<file path="config.mk">
export PLATFORM = sky130hd
export DESIGN_NAME = mul_seq_ctrl
export DESIGN_NICKNAME = d
export VERILOG_FILES = /design/src/rtl/mul_seq_ctrl.sv
export SDC_FILE = /design/constraint.sdc
export NUM_CORES = 1
export LEC_CHECK = 0
export ABC_AREA = 1
export CAP_MARGIN = 20
export CORE_MARGIN = 2
export CORE_UTILIZATION = 44
export CTS_CLUSTER_DIAMETER = 100
export DETAILED_ROUTE_END_ITERATION = 16
export PLACE_DENSITY_LB_ADDON = 0.2
export SETUP_SLACK_MARGIN = 0.15
export SLEW_MARGIN = 20
export SYNTH_ARGS = -nofsm -noshare
export SYNTH_HDL_FRONTEND = slang
export SYNTH_SLANG_ARGS = --single-unit
</file>
<file path="constraint.sdc">
create_clock -name clk -period 1.53 [get_ports clk]
set_input_delay 0.2295 -clock clk [delete_from_list [all_inputs] [get_ports clk]]
set_output_delay 0.2295 -clock clk [all_outputs]
set_load 0.05 [all_outputs]
</file>
<file path="src/rtl/mul_seq_ctrl.sv">
// -----------------------------------------------------------------------------
// mul_seq_ctrl
// Control unit for a shift-free repeated-addition multiplier. It loads operand A
// and then operand B from a shared 16-bit bus. It then runs the product adder
// once per count of B. The B register is an external down-counter, which
// reports zero through eqz.
//
// Ports
//   clk        rising-edge clock for all state
//   rst_n      asynchronous active-low reset
//   start      begin a multiply (honoured only when idle)
//   abort      cancel the operation in progress (ignored when idle)
//   din_valid  operand beat present on the shared data bus
//   din_ready  controller accepts an operand beat (LOAD_A / LOAD_B)
//   eqz        B down-counter is zero
//   p_cout     carry-out of the 16-bit product adder
//   ldA        load operand A register
//   ldB        load B down-counter (also its ld input)
//   ldP        load product register with P + A
//   clrP       clear product register
//   decB       decrement B down-counter
//   busy       registered: in LOAD_A, LOAD_B or ADD
//   done       registered: result available (DONE)
//   ovf        sticky product overflow, cleared by the next accepted start
//   res_ready  consumer accepts the result
//   iter_cnt   number of add iterations performed (saturating)
// -----------------------------------------------------------------------------
module mul_seq_ctrl (
   input  logic        clk,
   input  logic        rst_n,
   input  logic        start,
   input  logic        abort,
   input  logic        din_valid,
   output logic        din_ready,
   input  logic        eqz,
   input  logic        p_cout,
   output logic        ldA,
   output logic        ldB,
   output logic        ldP,
   output logic        clrP,
   output logic        decB,
   output logic        busy,
   output logic        done,
   output logic        ovf,
   input  logic        res_ready,
   output logic [15:0] iter_cnt
);

   typedef enum logic [2:0] {
      IDLE   = 3'd0,
      LOAD_A = 3'd1,
      LOAD_B = 3'd2,
      ADD    = 3'd3,
      DONE   = 3'd4
   } state_t;

   state_t      state_r;
   state_t      state_nxt_s;
   logic        busy_r;
   logic        done_r;
   logic        ovf_r;
   logic [15:0] iter_cnt_r;

   logic        abort_s;
   logic        accept_start_s;
   logic        ld_a_s;
   logic        ld_b_s;
   logic        ld_p_s;
   logic        clr_p_s;
   logic        dec_b_s;

   // Abort only has meaning once an operation is under way.
   assign abort_s        = abort && (state_r != IDLE);
   assign accept_start_s = start && (state_r == IDLE);

   // Next-state selection; abort overrides every other transition.
   always_comb begin
      state_nxt_s = state_r;
      if (abort_s) begin
         state_nxt_s = IDLE;
      end else begin
         case (state_r)
            IDLE:    state_nxt_s = start     ? LOAD_A : IDLE;
            LOAD_A:  state_nxt_s = din_valid ? LOAD_B : LOAD_A;
            LOAD_B:  state_nxt_s = din_valid ? ADD    : LOAD_B;
            ADD:     state_nxt_s = eqz       ? DONE   : ADD;
            DONE:    state_nxt_s = res_ready ? IDLE   : DONE;
            default: state_nxt_s = IDLE;
         endcase
      end
   end

   // Datapath strobes follow the bus and counter handshakes without a cycle of delay.
   always_comb begin
      ld_a_s  = 1'b0;
      ld_b_s  = 1'b0;
      ld_p_s  = 1'b0;
      clr_p_s = 1'b0;
      dec_b_s = 1'b0;
      if (abort_s) begin
         ld_a_s = 1'b0;
      end else begin
         case (state_r)
            LOAD_A: ld_a_s = din_valid;
            LOAD_B: begin
               ld_b_s  = din_valid;
               clr_p_s = din_valid;
            end
            // The last ADD cycle (counter at zero) only retires to DONE.
            ADD: begin
               ld_p_s  = ~eqz;
               dec_b_s = ~eqz;
            end
            default: ld_a_s = 1'b0;
         endcase
      end
   end

   // State register, registered status flags and the iteration/overflow bookkeeping.
   always_ff @(posedge clk or negedge rst_n) begin
      if (!rst_n) begin
         state_r    <= IDLE;
         busy_r     <= 1'b0;
         done_r     <= 1'b0;
         ovf_r      <= 1'b0;
         iter_cnt_r <= 16'd0;
      end else begin
         state_r <= state_nxt_s;
         // Status flags are decoded from the state being entered, so they line up with it.
         busy_r  <= (state_nxt_s == LOAD_A) || (state_nxt_s == LOAD_B) || (state_nxt_s == ADD);
         done_r  <= (state_nxt_s == DONE);
         if (accept_start_s) begin
            iter_cnt_r <= 16'd0;
            ovf_r      <= 1'b0;
         end else begin
            // ldP is exactly "an add iteration happened", abort included.
            if (ld_p_s && (iter_cnt_r != 16'hFFFF)) begin
               iter_cnt_r <= iter_cnt_r + 16'd1;
            end else begin
               iter_cnt_r <= iter_cnt_r;
            end
            if (ld_p_s && p_cout) begin
               ovf_r <= 1'b1;
            end else begin
               ovf_r <= ovf_r;
            end
         end
      end
   end

   assign din_ready = (state_r == LOAD_A) || (state_r == LOAD_B);
   assign ldA       = ld_a_s;
   assign ldB       = ld_b_s;
   assign ldP       = ld_p_s;
   assign clrP      = clr_p_s;
   assign decB      = dec_b_s;
   assign busy      = busy_r;
   assign done      = done_r;
   assign ovf       = ovf_r;
   assign iter_cnt  = iter_cnt_r;

endmodule

</file>
Yosys cells after proc, flatten, opt, wreduce, memory -nomap -nowiden

Index checks and enable logic that the tools add are counted.

Memories kept: 0
Output and inout port bits: 25
Latch bits: 0
ROM bits: 0
Logic and storage cells: 44
RAM bits: 0
Flip-flop bits (word level): 22

Add/subtract/negate cells: 1
Reduce and logical (&&, ||, !) cells: 11
Divide/modulo/power cells: 0
Multiply operators: 0
$lt $le $gt $ge: 0
Bitwise logic cells: 1
Muxes and demuxes: 17
Equality and inequality tests: 9
Shift-type cells: 0

Operators by type and width:

| kind                                                | count |
|---|---|
| 2-to-1 mux 16 bit                                   | 2 |
| adder 16 x 1 -> 16 bit, second input constant       | 1 |
| != test 16 bit, second input constant               | 1 |
| case mux 3 bit (5 select lines)                     | 1 |
| equality test 3 x 2 -> 1 bit, second input constant | 4 |
| 2-to-1 mux 1 bit                                    | 10 |
| 2-to-1 mux 3 bit                                    | 3 |
| equality test 3 x 1 -> 1 bit, second input constant | 2 |
| equality test 3 bit, second input constant          | 2 |
| logical AND 1 bit                                   | 4 |
| nonzero test 2 bit                                  | 2 |
| logical NOT 3 bit                                   | 1 |
| logical OR 1 bit                                    | 3 |
| nonzero test 3 bit                                  | 1 |
| 2-to-1 mux 2 bit                                    | 1 |
| inverter 1 bit                                      | 1 |

Longest topological paths before layout

Depth after elaboration: 6
Depth in mapped cells: 10
Mapped depth without buffers: 9

Worst setup path after synthesis

No wires, ideal clock.

Path kind: register to output
Start point: reg state_r[1]
End point: out ldB
Cell stages (with the launch flop): 7
Required time: 1.300 ns
Buffers on the path: 1
Setup slack: -0.474 ns
Arrival time: 1.774 ns
Cells stage by stage: dfrtp_1 > nor2_1 > nand2_1 > nand2_2 > inv_1 > nor2_1 > buf_4

Longest elaborated chain between the ends: 3
Elaborated cells between the ends (all ways): 5

RTL lines:

| what                                                                      | RTL line | source |
|---|---|---|
| from (decl)                                                               | 57       | `state_t state_r;` |
| from (signal assigned)                                                    | 128      | `state_r <= state_nxt_s;` |
| equality test 3 x 2 -> 1 bit / nonzero test 3 bit (equally long branches) | --       |  |
| 2-to-1 mux 1 bit / logical AND 1 bit (equally long branches)              | --       |  |
| 2-to-1 mux 1 bit *                                                        | --       |  |
| to (decl)                                                                 | 38       | `output logic ldB,` |

Mark *: on every way between the ends. The rest lies on a longest branch, timed or not.

Worst setup path in the final report

Start point: reg state_r[2]
End point: out decB

Longest elaborated chain between the ends: 3
Elaborated cells between the ends (all ways): 5

RTL lines:

| what                                                                      | RTL line | source |
|---|---|---|
| equality test 3 x 2 -> 1 bit / nonzero test 3 bit (equally long branches) | 103, 73  |  |
| 2-to-1 mux 1 bit / logical AND 1 bit (equally long branches)              | 103, 73  |  |
| 2-to-1 mux 1 bit *                                                        | 100      | `if (abort_s) begin` |
| to (decl)                                                                 | 41       | `output logic decB,` |

Marked as above.

==> flow_summary.ini <==
[pwr]
p_per_area_nw_per_um2 = 1383
p_sw_frac = 0.4697
p_int_mw = 1.917
switching_power_mw = 1.697
p_total_mw = 3.614
seqPwrFrac = 0.229
p_leak_nw = 1.207
vdd_drop_max_mv = 2.027
clkPwrFrac = 0.099
combPwrFrac = 0.673

[routing]
drc = 0
dr.pass1.iters = 7
antenna_left = 0
wirelength_um = 6276
vias = 1852
viasPerCell = 6.072
drtIter0Drc = 154
wl_per_cell_um = 20.58

[critical_path]
reg2reg_depth = 9
start_kind = register
rrSetupSlack_ns = -0.17
regToRegEndpoint = iter_cnt[4]
end_kind = output port
cp_data_required_time_ns = 1.30
worstPathMaxFanout = 4
worstSetupPathType = register to output port
arrival_ns = 1.58
reg2reg_from = iter_cnt[15]

[logic_synthesis]
synth_cells = 193
synthTopCellsByArea = dfrtp_1, nand2_1, nor2_1, nand4_1, nand3_1
synth_commonest_cells = nand2_1, nor2_1, dfrtp_1
synth_most_common_cell = nand2_1
synth_top_area_cell = dfrtp_1
synth_edf_count = 0
yosysTopAreaCellShare = 0.4022
ys_types = 22
yosys_warnings = 0
synthFlopType = dfrtp_1
syn_nets = 202
synthArstFlopShare = 1.000
ys_seq_elements = 22
avgSynthCellArea_sq_um = 7.092
ys_seq_area_frac = 0.4022
syn_area_sq_um = 1369

[timing]
setup_slack_ns = -0.2793
slew_violations = 0
max_freq_mhz = 552.7
hold_violations = 0
setup_tns_ns = -3.233
rsz0062_at_grt = true
min_period_over_period = 1.183
maxSlewHeadroom = 0.7329
period_needed_ns = 1.809
finalSetupViolCount = 22
tightest_slew_ns = 0.3991
clock_skew_ns = 0.004535
hold_ws_ns = 0.2168

[cts]
cts_buffers = 3
hold_buffers = 0
path_clk_slew_ns = 0.14
clk_latency_ns = 0.34
cts_tree = yes
cts_root_buf = clkbuf_4
htreeDepth = 1
cts_buffer_depth = 2
clkSinkCount = 22

[place]
place_ws_ns = -0.03733
numPortBuffers = 32
dpl-instance-area_sq_um = 2133
gp_congestion = 0.8716
hpwl_um = 2871

[die]
pin_count = 33
core-area_sq_um = 3003
rows = 20
die_y_um = 59.78
dieArea_sq_um = 3573
start_util = 0.4558
chipWidth_um = 59.78

[grt]
grt_usage = 0.2990
grt_max_degree = 23
grt-ovfl-total = 0
grt_pass1_vias = 1726
antenna_found_initial = 0
grt_pass1_wl_um = 7886

[finish]
final_area_sq_um = 2613
layout.nets = 282
drive_above_1_share = 0.5074
syn2layout_area_growth_pct = 90.86
antenna_cells = 0

[run_status]
violations = negative setup slack
outcome = finished with violations

[min_path]
hold_class = primary input to async pin

[job]
cap_viol_max_count = 0
-- cell usage in the layout, fill, tap and decap left out, types with 3 or more instances in the layout --
master,instances
dfrtp_1,7
nand2_1,55
nor2_4,9
inv_1,13
nor2_1,16
xor2_1,7
buf_12,23
buf_6,8
clkbuf_4,3
nand3_1,10
inv_2,3
nand3_2,3
nand2_4,6
dfrtp_2,15
nor2_2,3
buf_4,38
clkdlybuf4s50_1,7
nand2_2,12
nand4_1,12
-- power groups by stage --
stage	clock network (mW)	registers (mW)	logic [mW]
2_1_floorplan	0	1.13	0.604
3_3_place_gp	0	0.796	1.67
3_5_place_dp	0	0.805	1.70
4_1_cts	0.347	0.797	1.91
5_1_grt	0.378	0.837	2.51
6_report	0.357	0.827	2.43
-- stage by stage --
step                instances    util
CTS                       293  0.7942
global placement          275  0.7104
finish                    305  0.8700
global route              305  0.8700
floorplan                 193       -
detailed placement        275  0.7104
-- critical path: stages, from the launching register on --
cell        delay, ns
dfrtp_1          0.42
inv_2            0.08
buf_4            0.14
nand2_4          0.08
nand2_4          0.08
nand2_4          0.10
clkinvlp_4       0.15
buf_12           0.18
-- registers in the layout (all words and copies together) (netlist names) --
name / count
iter_cnt: 16
state_r: 3
busy: 1
done: 1
ovf: 1
-- layer usage --
layer  global-route usage  routed length [um]  share of wire  vias up
met5                    0                   0              0        -
met4               0.1397                 473          0.075        0
met3              0.07792                 679           0.11       63
met2               0.5155                3032           0.48      172
met1               0.3425                2091           0.33      846
li1                     -                   -              -      771
-- cell families after synthesis --
kind of cell    count (synthesis)  synth area share
compound gates                  9           0.03747
fa+ha+maj                       1          0.009139
flops                          22            0.4022
simple gates                  128            0.4214
buf+inv                        26           0.08500
xor+xnor                        7           0.04479
-- cell type report --
cell class / instances / area (sq um)
Timing Repair Buffer: 79 / 973.4
Tap cell: 33 / 41.29
Clock buffer: 4 / 36.28
Fill cell: 150 / 390.4
Inverter: 21 / 105.1
Multi-Input combinational cell: 146 / 887.1
Sequential cell: 22 / 569.3
-- timing repair --
item,CTS,global route
pin swaps,29,22
endpoints found under the setup margin,22,26
gates resized for setup,26,38
gates cloned,2,1
buffers inserted,12,11
hold endpoints to repair,0,0
-- worst max-delay path by stage --
| stage | from | slack (ns) | end | depth (start not counted) |
|---|---|---|---|---|
| 2_1_floorplan | iter_cnt[1] | -0.04 | iter_cnt[9] | 10 |
| 4_1_cts | state_r[2] | -0.16 | ldP | 6 |
| 3_3_place_gp | eqz | 0.01 | iter_cnt[13] | 8 |
| 3_5_place_dp | eqz | -0.04 | iter_cnt[2] | 8 |
| 5_1_grt | state_r[2] | -0.31 | decB | 7 |
| 6_report | state_r[2] | -0.28 | decB | 7 |
No activity file was read; power rests on OpenSTA's default activity.
